--- config.mk ---
export PLATFORM = sky130hd
export DESIGN_NAME = result_transmitter
export DESIGN_NICKNAME = d
export VERILOG_FILES = /design/src/rtl/cisr_pkg.sv /design/src/rtl/result_set_fifo.sv /design/src/rtl/result_transmitter.sv
export SDC_FILE = /design/constraint.sdc
export NUM_CORES = 2
export LEC_CHECK = 0
export CORE_UTILIZATION = 45
export CTS_BUF_LIST = sky130_fd_sc_hd__clkbuf_4
export CTS_CLUSTER_DIAMETER = 100
export DETAILED_ROUTE_END_ITERATION = 7
export GPL_ROUTABILITY_DRIVEN = 0
export GPL_TIMING_DRIVEN = 1
export SLEW_MARGIN = 30
export SYNTH_ARGS = -nofsm -noshare
export SYNTH_HDL_FRONTEND = slang
export SYNTH_SLANG_ARGS = --single-unit
--- constraint.sdc ---
create_clock -name clk -period 11.36 [get_ports clk]
set_input_delay 2.272 -clock clk [delete_from_list [all_inputs] [get_ports clk]]
set_output_delay 2.272 -clock clk [all_outputs]
set_load 0.01 [all_outputs]
--- src/rtl/cisr_pkg.sv ---
// Shared types and sizing helpers for the result transmitter.
package cisr_pkg;

  typedef enum logic [1:0] {
    IDLE = 2'd0,
    LOAD = 2'd1,
    SEND = 2'd2
  } tx_state_t;

  localparam int BYTES_PER_WORD    = 4;
  localparam int WORDS_PER_CHANNEL = 2;

  function automatic int bytes_per_set(input int num_channels);
    return num_channels * WORDS_PER_CHANNEL * BYTES_PER_WORD;
  endfunction

endpackage

--- src/rtl/result_set_fifo.sv ---
// Power-of-two FIFO of whole result sets. The read port is registered and looks
// one entry ahead on a pop, so the head is ready the cycle after the pop.
module result_set_fifo #(
  parameter int WIDTH = 256,
  parameter int DEPTH = 4
) (
  input  logic                     clk,
  input  logic                     rst,
  input  logic                     push,
  input  logic                     pop,
  input  logic [WIDTH-1:0]         wr_data,
  output logic [WIDTH-1:0]         rd_data,
  output logic                     full,
  output logic                     empty,
  output logic [$clog2(DEPTH):0]   count
);

  localparam int AW = $clog2(DEPTH);
  localparam logic [AW:0] FULL_COUNT = (AW+1)'(DEPTH);

  logic [WIDTH-1:0] mem [DEPTH];
  logic [WIDTH-1:0] rd_data_reg;
  logic [AW-1:0]    wr_ptr_reg, wr_ptr_next;
  logic [AW-1:0]    rd_ptr_reg, rd_ptr_next;
  logic [AW:0]      count_reg, count_next;
  logic             do_push, do_pop;

  assign full    = (count_reg == FULL_COUNT);
  assign empty   = (count_reg == '0);
  assign count   = count_reg;
  assign rd_data = rd_data_reg;

  assign do_push = push && !full;
  assign do_pop  = pop && !empty;

  always_comb begin
    wr_ptr_next = wr_ptr_reg;
    rd_ptr_next = rd_ptr_reg;
    count_next  = count_reg;
    if (do_push) wr_ptr_next = wr_ptr_reg + 1'b1;
    if (do_pop)  rd_ptr_next = rd_ptr_reg + 1'b1;
    case ({do_push, do_pop})
      2'b10:   count_next = count_reg + 1'b1;
      2'b01:   count_next = count_reg - 1'b1;
      default: count_next = count_reg;
    endcase
  end

  // Storage carries no reset so it can map onto block RAM; emptiness is
  // defined purely by the pointers and count.
  always_ff @(posedge clk) begin
    if (do_push) mem[wr_ptr_reg] <= wr_data;
    rd_data_reg <= mem[rd_ptr_next];
  end

  always_ff @(posedge clk or posedge rst) begin
    if (rst) begin
      wr_ptr_reg <= '0;
      rd_ptr_reg <= '0;
      count_reg  <= '0;
    end else begin
      wr_ptr_reg <= wr_ptr_next;
      rd_ptr_reg <= rd_ptr_next;
      count_reg  <= count_next;
    end
  end

endmodule

--- src/rtl/result_transmitter.sv ---
// Buffers parallel result sets and serialises each one, little-endian per word,
// as a byte stream with valid/ready handshake to the host endpoint.
module result_transmitter
  import cisr_pkg::*;
#(
  parameter int NUM_CHANNELS = 4,
  parameter int FIFO_DEPTH   = 4
) (
  input  logic                          clk,
  input  logic                          rst,
  input  logic [NUM_CHANNELS-1:0][31:0] in_values,
  input  logic [NUM_CHANNELS-1:0][31:0] in_row_ids,
  input  logic                          in_valid,
  output logic                          in_ready,
  output logic [7:0]                    tx_byte,
  output logic                          tx_valid,
  input  logic                          tx_ready,
  output logic                          tx_last,
  output logic [15:0]                   sets_sent,
  output logic                          busy
);

  localparam int BPS   = bytes_per_set(NUM_CHANNELS);
  localparam int WIDTH = NUM_CHANNELS * 64;
  localparam int CH_W  = (NUM_CHANNELS > 1) ? $clog2(NUM_CHANNELS) : 1;
  localparam int CW    = $clog2(FIFO_DEPTH) + 1;
  localparam logic [CH_W-1:0] LAST_CH = CH_W'(NUM_CHANNELS - 1);

  tx_state_t         state_reg, state_next;
  logic [WIDTH-1:0]  holding_reg, holding_next;
  logic [1:0]        byte_reg, byte_next;
  logic              word_reg, word_next;
  logic [CH_W-1:0]   channel_reg, channel_next;
  logic [15:0]       sets_sent_reg, sets_sent_next;
  logic              ready_en_reg;

  logic [WIDTH-1:0]  fifo_wr_data, fifo_rd_data;
  logic              fifo_push, fifo_pop, fifo_full, fifo_empty;
  logic [CW-1:0]     fifo_count;

  logic [7:0]        set_bytes [BPS];
  logic [CH_W+2:0]   byte_sel;
  logic              last_byte;

  // Each channel occupies 64 bits: value in the low word, row id above it,
  // so byte k of the set is simply byte k of the packed vector.
  generate
    for (genvar gi = 0; gi < NUM_CHANNELS; gi++) begin : g_pack
      assign fifo_wr_data[gi*64 +: 32]      = in_values[gi];
      assign fifo_wr_data[gi*64 + 32 +: 32] = in_row_ids[gi];
    end
    for (genvar gi = 0; gi < BPS; gi++) begin : g_bytes
      assign set_bytes[gi] = holding_reg[gi*8 +: 8];
    end
  endgenerate

  // in_ready stays low through reset and rises on the first edge after it.
  assign in_ready  = ready_en_reg && !fifo_full;
  assign fifo_push = in_valid && in_ready;

  result_set_fifo #(
    .WIDTH (WIDTH),
    .DEPTH (FIFO_DEPTH)
  ) u_fifo (
    .clk     (clk),
    .rst     (rst),
    .push    (fifo_push),
    .pop     (fifo_pop),
    .wr_data (fifo_wr_data),
    .rd_data (fifo_rd_data),
    .full    (fifo_full),
    .empty   (fifo_empty),
    .count   (fifo_count)
  );

  assign byte_sel  = {channel_reg, word_reg, byte_reg};
  assign last_byte = (channel_reg == LAST_CH) && word_reg && (byte_reg == 2'd3);

  assign tx_valid  = (state_reg == SEND);
  assign tx_last   = tx_valid && last_byte;
  assign tx_byte   = tx_valid ? set_bytes[byte_sel] : 8'h00;
  assign sets_sent = sets_sent_reg;
  assign busy      = (state_reg != IDLE) || !fifo_empty;

  always_comb begin
    state_next     = state_reg;
    holding_next   = holding_reg;
    byte_next      = byte_reg;
    word_next      = word_reg;
    channel_next   = channel_reg;
    sets_sent_next = sets_sent_reg;
    fifo_pop       = 1'b0;
    case (state_reg)
      IDLE: begin
        if (!fifo_empty) state_next = LOAD;
      end
      LOAD: begin
        holding_next = fifo_rd_data;
        byte_next    = 2'd0;
        word_next    = 1'b0;
        channel_next = '0;
        state_next   = SEND;
      end
      SEND: begin
        if (tx_ready) begin
          if (last_byte) begin
            fifo_pop       = 1'b1;
            sets_sent_next = sets_sent_reg + 16'd1;
            state_next     = (fifo_count > CW'(1)) ? LOAD : IDLE;
          end else if (byte_reg == 2'd3) begin
            byte_next = 2'd0;
            if (word_reg) begin
              word_next    = 1'b0;
              channel_next = channel_reg + 1'b1;
            end else begin
              word_next = 1'b1;
            end
          end else begin
            byte_next = byte_reg + 2'd1;
          end
        end
      end
      default: state_next = IDLE;
    endcase
  end

  always_ff @(posedge clk or posedge rst) begin
    if (rst) begin
      state_reg     <= IDLE;
      holding_reg   <= '0;
      byte_reg      <= 2'd0;
      word_reg      <= 1'b0;
      channel_reg   <= '0;
      sets_sent_reg <= 16'd0;
      ready_en_reg  <= 1'b0;
    end else begin
      state_reg     <= state_next;
      holding_reg   <= holding_next;
      byte_reg      <= byte_next;
      word_reg      <= word_next;
      channel_reg   <= channel_next;
      sets_sent_reg <= sets_sent_next;
      ready_en_reg  <= 1'b1;
    end
  end

endmodule

# Yosys cells after proc, flatten, opt, wreduce, memory -nomap -nowiden
# Memory sizes are Yosys's and may differ from the RTL's. A register that Yosys moved wholly into a read port is not among the register bits.
# Index checks and enable logic that the tools add are counted.
# W data, S select, Z words.
# classes
n_addsub,7
multipliers,0
div_mod_pow,0
order_cmp,2
n_eq_ne,13
n_shift,0
mux,30
bitwise_logic,1
reduce_logical,20
# op_table
op,count
$bmux W8 S5,1
$mux W8,3
$mux W2,11
$add A16 B1 Y16 const B,1
$mux W1,10
$reduce_and A3 Y1,3
$add A2 B1 Y2 const B,4
$eq A2 B2 Y1 const B,4
$ne A2 B1 Y1 const B,4
$pmux W2 S2,2
$logic_and A1 B1 Y1,7
$ge A6 B6 Y1 const B,1
$not A5 Y6,1
$pmux W2 S3,1
$pmux W3 S2,1
$reduce_bool A2 Y1,3
$reduce_and A5 Y1,1
$eq A2 B1 Y1 const B,2
$ne A2 B2 Y1 const B,2
$reduce_and A4 Y1,1
$add A3 B1 Y3 const B,1
$eq A3 B3 Y1 const B,1
$gt A3 B1 Y1 const B,1
$logic_not A3 Y1,1
5 further kinds,6
# totals
reg_bits,287
latch_bits,0
mem_bits_rw,1024
romBits,0
in_bits,260
elab_cells,84
mem_count,1
# mem_list
memory,depth,word_bits,read_ports,rd_clocked_by_memory_dff,wr,line,rtl
u_fifo.mem,4,256,1,1,1,result_set_fifo.sv:21,logic [WIDTH-1:0] mem [DEPTH];

# Longest topological paths before layout
# depth
depth_word,9
mapped_depth,12

# By module
# Synthesis repeated with hierarchy kept, for this count alone.
# unflattened
cells_unflattened,3569
area_unflattened_um2,64550.7
# modules_own_cells
mod,instances,cells_each,area_each_um2
result_set_fifo,1,2769,51861.0
result_transmitter,1,800,12689.7

# Worst setup path after synthesis
# OpenSTA, ideal clock, no wires.
# synth_path
path_kind,input port to flip-flop
start,input port in_valid
end,"memory u_fifo.mem[0][0], enable pin"
setup_time_ns,0.652
arrival_time_ns,8.127
required_time_ns,10.708
path_slack_ns,2.581
cell_stages,1
path_buffers,0
cell_sequence,and3_1
# synth_via
elab_chain_cells,4
# synth_rtl
element,line,rtl
from (decl),result_transmitter.sv:13,"input logic in_valid,"
$logic_and A1 B1 Y1,result_transmitter.sv:59,assign fifo_push = in_valid && in_ready;
$logic_and A1 B1 Y1,result_set_fifo.sv:33,assign do_push = push && !full;
$mux W1,result_set_fifo.sv:52,if (do_push) mem[wr_ptr_reg] <= wr_data;
$mux W1 (not written as such),result_set_fifo.sv:52,
to (decl),result_set_fifo.sv:21,
# Every way passes these cells.

# Worst setup path in the final report
# layout_path
start,register byte_reg[1]
end,output port tx_byte[7]
# layout_via
elab_chain_cells,5
# layout_rtl
element,line,rtl
from (decl),result_transmitter.sv:31,"logic [1:0] byte_reg, byte_next;"
from (signal assigned),result_transmitter.sv:139,byte_reg <= byte_next;
$not A5 Y6 (not written as such),result_transmitter.sv:81,assign tx_byte = tx_valid ? set_bytes[byte_sel] : 8'h00;
$bmux W8 S5,result_transmitter.sv:81,
$mux W8 (not written as such) (2 in a row),result_transmitter.sv:81,
$mux W8,result_transmitter.sv:81,
to (decl),result_transmitter.sv:15,"output logic [7:0] tx_byte,"
# Every way passes these cells. The select of a mux whose other input is x is not followed.

==> flow_metrics.env <==
export IMPL_r2r_start="byte_reg[1]"
export IMPL_grt_max_degree=244
export IMPL_ys_warnings_count=0
export IMPL_finClkSkew_ns=0.111
export IMPL_die_w_um=385
export IMPL_finalSetupViolations=0
export IMPL_via_per_inst=6.24
export IMPL_cap_viol_max_count=0
export IMPL_synth_edff_count=1024
export IMPL_worstMarginPinSlew_ns=1.12
export IMPL_fp_dieH_um=385
export IMPL_netlist_instances=4325
export IMPL_max_freq_mhz=133
export IMPL_worstHoldEndpoint="holding_reg[111]"
export IMPL_grt_pass1_vias=44300
export IMPL_path_cells="buf_4 -> mux2i_1 -> a221oi_1 -> o21ai_0 -> a31oi_1 -> clkdlybuf4s50_1"
export IMPL_crit_required_ns=9.09
export IMPL_numPortBuffers=287
export IMPL_synth_largest_area_cell="edfxtp_1"
export IMPL_worst_setup_path_end_kind="primary output"
export IMPL_cts_root_buf="clkbuf_4"
export IMPL_via_count=43200
export IMPL_report_final_slew_viol_count=0
export IMPL_drtIter0Drc=3988
export IMPL_clock_latency_ns=1.34
export IMPL_postCtsSetupBuffers=0
export IMPL_arrival_ns=5.24
export IMPL_cts_hold_buffers=0
export IMPL_start_kind="flop"
export IMPL_r2r_end="u_fifo.rd_data[35]"
export IMPL_seq_area_frac_synth_pct=65.2
export IMPL_post_cts_resized=0
export IMPL_clkTransAtPathRegs_ns=0.06
export IMPL_drc_errors=0
export IMPL_finalCritPeriodShare_pct=66.2
export IMPL_total_power_mw=15.3
export IMPL_grt_antenna_before_repair=25
export IMPL_syn_to_final_growth_pct=14.9
export IMPL_drt_first_pass_iters=5
export IMPL_synth_area_per_cell_um2=15.3
export IMPL_grt_usage_pct=24.8
export IMPL_rsz0062_at_grt="false"
export IMPL_largest_register_ffs=1024
export IMPL_grt_pass1_wl_mm=277
export IMPL_yosysTopAreaCellShare_pct=46.6
export IMPL_critPathTopFamily="compound AO/OA/AOI/OAI gates"
export IMPL_crit_slowest_cell="dfrtp_4"
export IMPL_drive_gt1_share_pct=36.8
export IMPL_synth_net_count=4597
export IMPL_hold_class="flop to flop"
export IMPL_worstSetupPathType="flop to primary output"
export IMPL_max_stage_delay_ns=0.78
export IMPL_synth_most_common_cell="edfxtp_1"
export IMPL_p_leak_nw=25.9
export IMPL_cts_buffer_depth=4
export IMPL_antenna_left=0
export IMPL_ys_flop_type="edfxtp_1"
export IMPL_cts_buffers=425
export IMPL_power_density_nw_per_um2=201
export IMPL_cts_tree="built"
export IMPL_die_area_um2=148000
export IMPL_ys_ff_latch=1567
export IMPL_holdPathStages=1
export IMPL_reg2reg_depth=8
export IMPL_grt_overflow_total=0
export IMPL_core_area_um2=146000
export IMPL_r2r_slack_ns=6.06
export IMPL_io_pins=288
export IMPL_yosys_top_cells_count="edfxtp_1 (1024), mux2_2 (514), o221a_2 (485), dfrtp_1 (287), clkbuf_1 (278)"
export IMPL_dp_hpwl_mm=96.5
export IMPL_peakVddDrop_mv=0.171
export IMPL_status="complete, no violations"
export IMPL_synth_area_leaders="edfxtp_1 (47%), dfrtp_1 (11%), mux2_2 (8.8%)"
export IMPL_wl_per_cell_um=26.7
export IMPL_rows=140
export IMPL_max_slew_margin_pct=25.2
export IMPL_yosysUniqueCellTypes=56
export IMPL_async_reset_ff_share_pct=18.3
export IMPL_start_util_pct=45.3
export IMPL_cts_sinks=1567
export IMPL_totalWireLength_mm=185
export IMPL_period_needed_ns=7.52
export IMPL_path_buf_inv=2
export IMPL_hold_viol_final=0
export IMPL_synthesis_area_um2=66000
export IMPL_cp_max_fo=42
export IMPL_tns_ns=0
export IMPL_nets=4917
export IMPL_cts_htree_levels=5
export IMPL_holdCritStartpoint="u_fifo.rd_data[111]"
==> kinds of logic after synthesis <==
| family | count (synthesis) | share of synthesized area, % |
|---|---|---|
| buffers and inverters | 467 | 3.06 |
| multiplexers | 604 | 11.2 |
| XOR/XNOR | 21 | 0.278 |
| other | 1 | 0.00568 |
| flip-flops | 1567 | 65.2 |
| adder cells (fa/ha/maj) | 12 | 0.227 |
| AND/OR/NAND/NOR | 576 | 4.45 |
| AO/OA/AOI/OAI | 1077 | 15.6 |
==> layout by cell type (no fill, tap or decap), types with 12 or more instances in the layout <==
cell type and instances:
a22o_1 29, a22oi_1 246, a2bb2oi_1 17, buf_12 17
buf_4 31, clkbuf_4 684, clkdlybuf4s50_1 287, clkinv_1 77
dfrtp_1 283, dfxtp_1 256, diode_2 13, edfxtp_1 1024
ha_1 12, mux2_2 514, mux2i_1 33, mux4_2 57
nand2_1 13, nand3_1 13, nor2_1 263, nor4_1 256
o21ai_0 12, o221a_2 485, o221ai_1 24, o22a_1 227
xnor2_1 16
==> area by class of cell <==
type,count,area [um^2]
Fill cell,12200,69800
Sequential cell,1567,43100
Multi-Input combinational cell,2291,21000
Clock buffer,684,5130
Timing Repair Buffer,347,3690
Tap cell,1917,2400
Clock inverter,94,450
Inverter,13,83.8
Antenna cell,13,32.5
==> through the flow <==
step	worst slack [ns]	area (um^2)	hold WS, ns	utilization, %	std cells
6_report	3.84	75900	0.390	52.1	6926
5_1_grt	3.62	75900	0.407	52.1	6921
4_1_cts	3.83	75700	0.395	51.9	6907
3_5_place_dp	5.19	70100	0.448	48.1	6129
3_3_place_gp	5.05	70000	0.443	48.1	6126
2_1_floorplan	1.17	66000	0.440	-	4325
==> where the power goes <==
group | internal, mW | leakage [nW] | total [mW] | switching (mW)
Sequential | 7.05 | 14.9 | 7.54 | 0.491
Clock | 2.78 | 3.37 | 5.09 | 2.31
Combinational | 1.18 | 7.64 | 2.65 | 1.46
==> worst max-delay path by stage <==
stage,startpoint,end,cells past startpoint,slack [ns]
2_1_floorplan,rst,byte_reg[0],1,1.17
3_3_place_gp,byte_reg[0],tx_byte[7],6,5.05
3_5_place_dp,tx_ready,u_fifo.rd_data[208],7,5.19
4_1_cts,byte_reg[1],tx_byte[7],6,3.83
5_1_grt,byte_reg[0],tx_byte[7],6,3.62
6_report,byte_reg[1],tx_byte[7],6,3.84
==> worst register-to-register path: stages (launching register included) <==
cell,delay [ns]
dfrtp_4,0.78
buf_4,0.76
ha_1,0.43
nand3_4,0.62
o31ai_4,0.47
buf_4,0.78
buf_12,0.73
o221a_2,0.44
o22a_1,0.19
==> metal layers <==
layer / up-vias / GRT usage, % / wire length, um
met1: 22200 / 33.6 / 79200
met3: 336 / 6.12 / 14900
met4: 22 / 8.77 / 4290
met2: 1886 / 38.7 / 86200
li1: 18700 / - / -
met5: - / 0 / 148
(Power assumes the default switching activity.)
